===== config.mk =====
export PLATFORM = sky130hd
export DESIGN_NAME = ofdm_cp_inserter_flat
export DESIGN_NICKNAME = d
export VERILOG_FILES = /design/src/rtl/ofdm_cp_inserter_pkg.sv /design/src/rtl/ofdm_cp_inserter_if.sv /design/src/rtl/ofdm_cp_inserter_cp_bank_ram.sv /design/src/rtl/ofdm_cp_inserter.sv /design/src/flat_wrapper.sv
export SDC_FILE = /design/constraint.sdc
export NUM_CORES = 2
export LEC_CHECK = 0
export CORE_MARGIN = 8
export CORE_UTILIZATION = 49
export CTS_BUF_LIST = sky130_fd_sc_hd__clkbuf_4
export DETAILED_ROUTE_END_ITERATION = 10
export PLACE_DENSITY_LB_ADDON = 0.3
export SETUP_SLACK_MARGIN = 0.02
export SLEW_MARGIN = 25
export SYNTH_ARGS = -nofsm -noshare
export SYNTH_HDL_FRONTEND = slang
export SYNTH_SLANG_ARGS = --single-unit
export TNS_END_PERCENT = 50

===== constraint.sdc =====
create_clock -name clk -period 5.8 [get_ports clk]
set_clock_uncertainty 0.15 [all_clocks]
set_input_delay 1.16 -clock clk [delete_from_list [all_inputs] [get_ports clk]]
set_output_delay 1.16 -clock clk [all_outputs]
set_load 0.01 [all_outputs]

===== src/rtl/ofdm_cp_inserter_pkg.sv =====
// Shared constants and state types for the OFDM cyclic-prefix inserter.
package ofdm_pkg;
    localparam int N_FFT  = 64;
    localparam int CP_LEN = 16;
    localparam int DW     = 8;
    localparam int ADDR_W = $clog2(N_FFT);

    typedef enum logic [1:0] {IDLE, CP, BODY} rd_state_t;
    typedef enum logic {EMPTY, FULL} bank_state_t;
endpackage


===== src/rtl/ofdm_cp_inserter_if.sv =====
// Sample-stream bundle for the CP inserter: input stream plus CP-prefixed output stream.
interface ofdm_cp_inserter_if;
    import ofdm_pkg::*;

    logic          in_valid;
    logic          in_ready;
    logic [DW-1:0] in_re;
    logic [DW-1:0] in_im;
    logic          out_valid;
    logic          out_ready;
    logic [DW-1:0] out_re;
    logic [DW-1:0] out_im;
    logic          out_sop;
    logic          out_eop;

    // master is the surrounding datapath, slave is the inserter itself
    modport master (
        output in_valid, in_re, in_im, out_ready,
        input  in_ready, out_valid, out_re, out_im, out_sop, out_eop
    );

    modport slave (
        input  in_valid, in_re, in_im, out_ready,
        output in_ready, out_valid, out_re, out_im, out_sop, out_eop
    );
endinterface


===== src/rtl/ofdm_cp_inserter_cp_bank_ram.sv =====
// Two-bank symbol store: one write port, one asynchronous read port, address {bank, idx}.
module cp_bank_ram
    import ofdm_pkg::*;
(
    input  logic              clk,
    input  logic              wr_en,
    input  logic [ADDR_W:0]   wr_addr,
    input  logic [2*DW-1:0]   wr_data,
    input  logic [ADDR_W:0]   rd_addr,
    output logic [2*DW-1:0]   rd_data
);
    logic [2*DW-1:0] mem [2*N_FFT];

    always_ff @(posedge clk) begin
        if (wr_en) begin
            mem[wr_addr] <= wr_data;
        end
    end

    assign rd_data = mem[rd_addr];
endmodule


===== src/rtl/ofdm_cp_inserter.sv =====
// Ping-pong buffered cyclic-prefix inserter: emits CP_LEN tail samples then the full symbol.
// Optional symbol counter output sym_cnt is enabled by defining CP_SYM_COUNT_EN.
module ofdm_cp_inserter
    import ofdm_pkg::*;
(
    input  logic               clk,
    input  logic               reset,
    ofdm_cp_inserter_if.slave  bus
`ifdef CP_SYM_COUNT_EN
    ,
    output logic [15:0]        sym_cnt
`endif
);
    localparam logic [ADDR_W-1:0] CP_START = ADDR_W'(N_FFT - CP_LEN);
    localparam logic [ADDR_W-1:0] LAST_IDX = ADDR_W'(N_FFT - 1);

    bank_state_t       bank_st [2];
    logic              wr_bank;
    logic              rd_bank;
    logic [ADDR_W-1:0] wr_idx;
    logic [ADDR_W-1:0] rd_addr;
    logic [ADDR_W-1:0] rd_addr_nxt;
    rd_state_t         rd_state;
    rd_state_t         rd_state_nxt;
    logic              wr_en;
    logic              wr_last;
    logic              advance;
    logic              load;
    logic              bank_release;
    logic [2*DW-1:0]   rd_data;

    assign bus.in_ready = !reset && (bank_st[wr_bank] != FULL);
    assign wr_en        = bus.in_valid && bus.in_ready;
    assign wr_last      = wr_en && (wr_idx == LAST_IDX);
    assign advance      = !bus.out_valid || bus.out_ready;
    assign load         = advance && (rd_state != IDLE);

    cp_bank_ram u_ram (
        .clk     (clk),
        .wr_en   (wr_en),
        .wr_addr ({wr_bank, wr_idx}),
        .wr_data ({bus.in_re, bus.in_im}),
        .rd_addr ({rd_bank, rd_addr}),
        .rd_data (rd_data)
    );

    always_ff @(posedge clk) begin
        if (reset) begin
            wr_idx  <= '0;
            wr_bank <= 1'b0;
        end else if (wr_en) begin
            wr_idx <= wr_idx + 1'b1;
            if (wr_last) begin
                wr_bank <= ~wr_bank;
            end
        end
    end

    // Fill and release always target opposite banks, so both may land on one edge
    always_ff @(posedge clk) begin
        if (reset) begin
            bank_st[0] <= EMPTY;
            bank_st[1] <= EMPTY;
        end else begin
            for (int b = 0; b < 2; b++) begin
                if (wr_last && (wr_bank == 1'(b))) begin
                    bank_st[b] <= FULL;
                end else if (bank_release && (rd_bank == 1'(b))) begin
                    bank_st[b] <= EMPTY;
                end
            end
        end
    end

    always_ff @(posedge clk) begin
        if (reset) begin
            rd_state <= IDLE;
            rd_addr  <= '0;
            rd_bank  <= 1'b0;
        end else begin
            rd_state <= rd_state_nxt;
            rd_addr  <= rd_addr_nxt;
            if (bank_release) begin
                rd_bank <= ~rd_bank;
            end
        end
    end

    always_comb begin
        rd_state_nxt = rd_state;
        rd_addr_nxt  = rd_addr;
        bank_release = 1'b0;
        case (rd_state)
            IDLE: begin
                if (bank_st[rd_bank] == FULL) begin
                    rd_state_nxt = CP;
                    rd_addr_nxt  = CP_START;
                end
            end
            CP: begin
                if (load) begin
                    rd_addr_nxt = rd_addr + 1'b1;
                    if (rd_addr == LAST_IDX) begin
                        rd_state_nxt = BODY;
                    end
                end
            end
            BODY: begin
                if (load) begin
                    rd_addr_nxt = rd_addr + 1'b1;
                    if (rd_addr == LAST_IDX) begin
                        bank_release = 1'b1;
                        // Chain straight into the next prefix to avoid a bubble
                        if (bank_st[~rd_bank] == FULL) begin
                            rd_state_nxt = CP;
                            rd_addr_nxt  = CP_START;
                        end else begin
                            rd_state_nxt = IDLE;
                        end
                    end
                end
            end
            default: rd_state_nxt = IDLE;
        endcase
    end

    always_ff @(posedge clk) begin
        if (reset) begin
            bus.out_valid <= 1'b0;
            bus.out_sop   <= 1'b0;
            bus.out_eop   <= 1'b0;
            bus.out_re    <= '0;
            bus.out_im    <= '0;
        end else if (advance) begin
            bus.out_valid <= load;
            bus.out_sop   <= load && (rd_state == CP) && (rd_addr == CP_START);
            bus.out_eop   <= load && (rd_state == BODY) && (rd_addr == LAST_IDX);
            if (load) begin
                {bus.out_re, bus.out_im} <= rd_data;
            end
        end
    end

`ifdef CP_SYM_COUNT_EN
    always_ff @(posedge clk) begin
        if (reset) begin
            sym_cnt <= '0;
        end else if (bus.out_valid && bus.out_ready && bus.out_eop) begin
            sym_cnt <= sym_cnt + 16'd1;
        end
    end
`endif
endmodule


===== src/flat_wrapper.sv =====
// flat-port wrapper written by rule: the top's interface ports become plain ports
module ofdm_cp_inserter_flat import ofdm_pkg::*;
  (clk, reset, bus_in_valid, bus_in_re, bus_in_im, bus_out_ready, bus_in_ready, bus_out_valid, bus_out_re, bus_out_im, bus_out_sop, bus_out_eop);
  ofdm_cp_inserter_if bus_i ();
  input  logic clk;
  input  logic reset;
  input wire logic [$bits(bus_i.in_valid)-1:0] bus_in_valid;
  input wire logic [$bits(bus_i.in_re)-1:0] bus_in_re;
  input wire logic [$bits(bus_i.in_im)-1:0] bus_in_im;
  input wire logic [$bits(bus_i.out_ready)-1:0] bus_out_ready;
  output wire logic [$bits(bus_i.in_ready)-1:0] bus_in_ready;
  output wire logic [$bits(bus_i.out_valid)-1:0] bus_out_valid;
  output wire logic [$bits(bus_i.out_re)-1:0] bus_out_re;
  output wire logic [$bits(bus_i.out_im)-1:0] bus_out_im;
  output wire logic [$bits(bus_i.out_sop)-1:0] bus_out_sop;
  output wire logic [$bits(bus_i.out_eop)-1:0] bus_out_eop;
  assign bus_i.in_valid = bus_in_valid;
  assign bus_i.in_re = bus_in_re;
  assign bus_i.in_im = bus_in_im;
  assign bus_i.out_ready = bus_out_ready;
  assign bus_in_ready = bus_i.in_ready;
  assign bus_out_valid = bus_i.out_valid;
  assign bus_out_re = bus_i.out_re;
  assign bus_out_im = bus_i.out_im;
  assign bus_out_sop = bus_i.out_sop;
  assign bus_out_eop = bus_i.out_eop;
  ofdm_cp_inserter u_core (.clk(clk), .reset(reset), .bus(bus_i));
endmodule

==> reports/results.tsv <==
stage	metric	value	unit
status	status	finished clean	
detailed_routing	top_layer	met4	
synth	synth_fp_nets	4062	
place	place_ws	1.10	ns
sta	final.period_utilization	0.754	
detailed_routing	drt-wirelength-per-cell	29.8	um
synth	synth_seq_cells	2087	
critical_path	r2r_cells	7	
critical_path	end_kind	flip-flop	
clock_tree	clk_latency	1.30	ns
synth	synth_top_area_frac	0.757	
layout	syn_to_final_growth	12.5	%
sta	max_freq	0.229	GHz
sta	finalMaxSlewViolations	0	
critical_path	crit_top_cell	nor4_1	
detailed_routing	via_per_inst	6.10	
clock_tree	cts_tree	yes	
critical_path	ff2ff_setup_slack	1.43	ns
grt	grt_max_degree	99	
sta	slew_headroom	0.221	
pwr	clkPwrFrac	0.384	
sta	setup_violations	0	
synth	avgSynthCellArea	20.2	sq um
critical_path	rr_startpoint	u_core.rd_addr[0]	
detailed_routing	m1WireLength	85.2	mm
sta	fin_ws	1.43	ns
detailed_routing	vias	43575	
pwr	p_per_area	343	nW/um^2
place	finalWeightedCongestion	0.945	
clock_tree	clock_path_buffers	4	
critical_path	regToRegEndpoint	u_core.bus.out_re[3]	
clock_tree	cts_num_sinks	2087	
sta	final-hold-violation-count	0	
synth	synth.area.top_cells	edfxtp_1, mux4_2, mux2i_1	
detailed_routing	drc	0	
detailed_routing	ant_nets	0	
clock_tree	clk_pin_slew	0.07	ns
synth	synth.distinct_cells	61	
critical_path	crit_required	6.76	ns
worst_hold_path	holdCritStartpoint	bus_in_re[1]	
layout	final_common_cell	edfxtp_1	
sta	grt_setup_unrepaired	no	
grt	grt_overflow_total	0	
synth	async_flop_share	0	
critical_path	critical_path_class	reg2reg	
grt	grt_usage	0.232	
floorplanning	rows	149	
place	place_hpwl	130	mm
place	portBuffers	39	
critical_path	critPathSlowestCell	nor4_1	
clock_tree	htreeDepth	6	
detailed_routing	drtPass1Iterations	6	
layout	fin_nets	4652	
critical_path	cp_max_fo	31	
synth	ys_warn_count	0	
floorplanning	die_w	423	um
floorplanning	die_area	179000	sq um
floorplanning	coreArea	165000	sq um
synth	synth_cells	4032	
detailed_routing	drt_iter0_drc	5533	
sta	fin_crit	4.37	ns
layout	mostFrequentLayoutCells	edfxtp_1, clkbuf_4, mux2i_1	
grt	grt_first_pass_wirelength	304	mm
flow_run	maxCapViolCount	0	
pwr	p_switching	0.00749	W
clock_tree	postCtsSetupRepairBufs	0	
clock_tree	cts_buffers	537	
grt	antenna_found_initial	11	
synth	synth_flop_cell	edfxtp_1	
critical_path	worstPathArrival	5.33	ns
critical_path	worstSetupStartpointType	flip-flop	
layout	drive_above_1_share	0.295	
detailed_routing	wl	213	mm
worst_hold_path	holdPathEnd	u_core.u_ram.mem[90][9]	
synth	synth_edf_count	2049	
worst_hold_path	hold_depth	1	
floorplanning	io_pins	40	
pwr	p_int	0.0239	W
floorplanning	initial_core_util	0.493	
pwr	pwr-share-comb	0.083	
clock_tree	cts_root_buf	clkbuf_4	
synth	yosysTopAreaCell	edfxtp_1	
floorplanning	die_y	423	um
pwr	seq_power_share	0.534	
critical_path	max_stage_delay	0.89	ns
grt	grt_pass1_vias	43547	
detailed_routing	wl_met2	99.9	mm
pwr	swShare	0.239	
critical_path	crit_chain	buf_4 > mux4_2 > a22o_1 > a221oi_1 > o22ai_1 > nor4_1 > nor4_1	
pwr	leakage	28.2	nW
synth	synth_area	81300	sq um
worst_hold_path	hold_class	in2reg	
sta	final.setup.tns	0	ns
pwr	finalPower	0.0314	W
detailed_routing	wl_met3	20.3	mm
sta	worstMarginPinSlew	1.16	ns
synth	yosysSeqAreaShare	0.766	
pwr	irDropWorstVdd	0.000201	V
## area by class of cell
| cell class | instances | area [sq um] |
|---|---|---|
| inverter | 11 | 42.5 |
| multi-input combinational | 1698 | 17600 |
| sequential | 2087 | 62300 |
| fill | 12639 | 73400 |
| timing repair buffer | 287 | 2400 |
| tap | 2189 | 2740 |
| clock inverter | 108 | 672 |
| antenna | 7 | 17.5 |
| clock buffer | 757 | 5680 |
## synthesized netlist by cell type (27+ instances only)
cell and count:
nor4_1 28, nand2_1 141, a22oi_1 150, buf_2 75
a211oi_1 29, a221oi_1 31, edfxtp_1 2049, nand3_1 68
mux4_2 354, a21oi_1 71, nor2_1 180, clkbuf_1 91
nor3_1 34, mux2i_1 362, dfxtp_1 38, buf_6 27
## power by group through the flow
stage          registers, W  clock network, W  logic, W
2_1_floorplan        0.0170                 0   0.00154
4_1_cts              0.0167            0.0123   0.00257
3_5_place_dp         0.0171                 0   0.00256
6_report             0.0167            0.0120   0.00259
3_3_place_gp         0.0171                 0   0.00253
5_1_grt              0.0167            0.0130   0.00270
## worst max-delay path, delay by kind of cell, from the launching register on
kind / cells / cell delay (ns)
buf+inv: 1 / 0.66
compound gates: 3 / 0.99
mux: 1 / 0.58
simple gates: 2 / 0.99
flops: 1 / 0.77
## sequential cells by signal (all words and copies together), names as in the netlist, named ones only
register              flops
u_core.u_ram.mem       2048
u_core.wr_bank            1
u_core.bus.out_re         8
u_core.bus.out_im         8
u_core.rd_addr            6
u_core.bus.out_valid      1
u_core.rd_state           2
u_core.bus.out_eop        1
u_core.bank_st            2
u_core.wr_idx             6
u_core.bus.out_sop        1
u_core.rd_bank            1
## metrics by stage
| step | instances | hold slack, ns | utilization | cell area (sq um) |
|---|---|---|---|---|
| CTS | 7135 | 0.0338 | 0.554 | 91300 |
| floorplan | 4032 | 0.331 | - | 81300 |
| global route | 7143 | 0.0690 | 0.555 | 91400 |
| finish | 7144 | 0.193 | 0.555 | 91400 |
| global placement | 6269 | 0.306 | 0.515 | 85000 |
| detailed placement | 6269 | 0.321 | 0.516 | 85000 |
## what timing repair did
item / CTS / global route
hold endpoints to repair: 4 / 0
hold buffers: 1 / 0
gates resized for setup: 0 / 0
## cells by family after synthesis
family                     count (synthesis)  synth area share
DFF                                     2087             0.766
muxes                                    727             0.145
and+or+nand+nor                          535            0.0302
AOI/OAI and AO/OA                        420            0.0380
buffers and inverters                    247            0.0186
adders and majority gates                 10           0.00154
xor gates and xnor gates                   6          0.000646
## how the worst max path moves through the flow
stage	end	slack (ns)	depth (start not counted)	startpoint
after floorplan	u_core.u_ram.mem[102][0]	2.19	6	reset
after detailed placement	u_core.u_ram.mem[96][9]	1.10	7	bus_in_valid
after global placement	u_core.u_ram.mem[96][8]	1.17	7	bus_in_valid
final	u_core.bus.out_re[3]	1.43	7	u_core.rd_addr[0]
after CTS	u_core.bus.out_re[3]	1.58	7	u_core.rd_addr[0]
after global routing	u_core.bus.out_re[3]	1.49	7	u_core.rd_addr[0]
## per-layer routing
metal | vias to the layer above | global-route usage
met4 | 0 | 0.0962
met1 | 22624 | 0.322
met3 | 390 | 0.0567
li1 | 18164 | -
met2 | 2397 | 0.354
met5 | - | 0
Note: power is estimated with default switching activity, not from simulation.
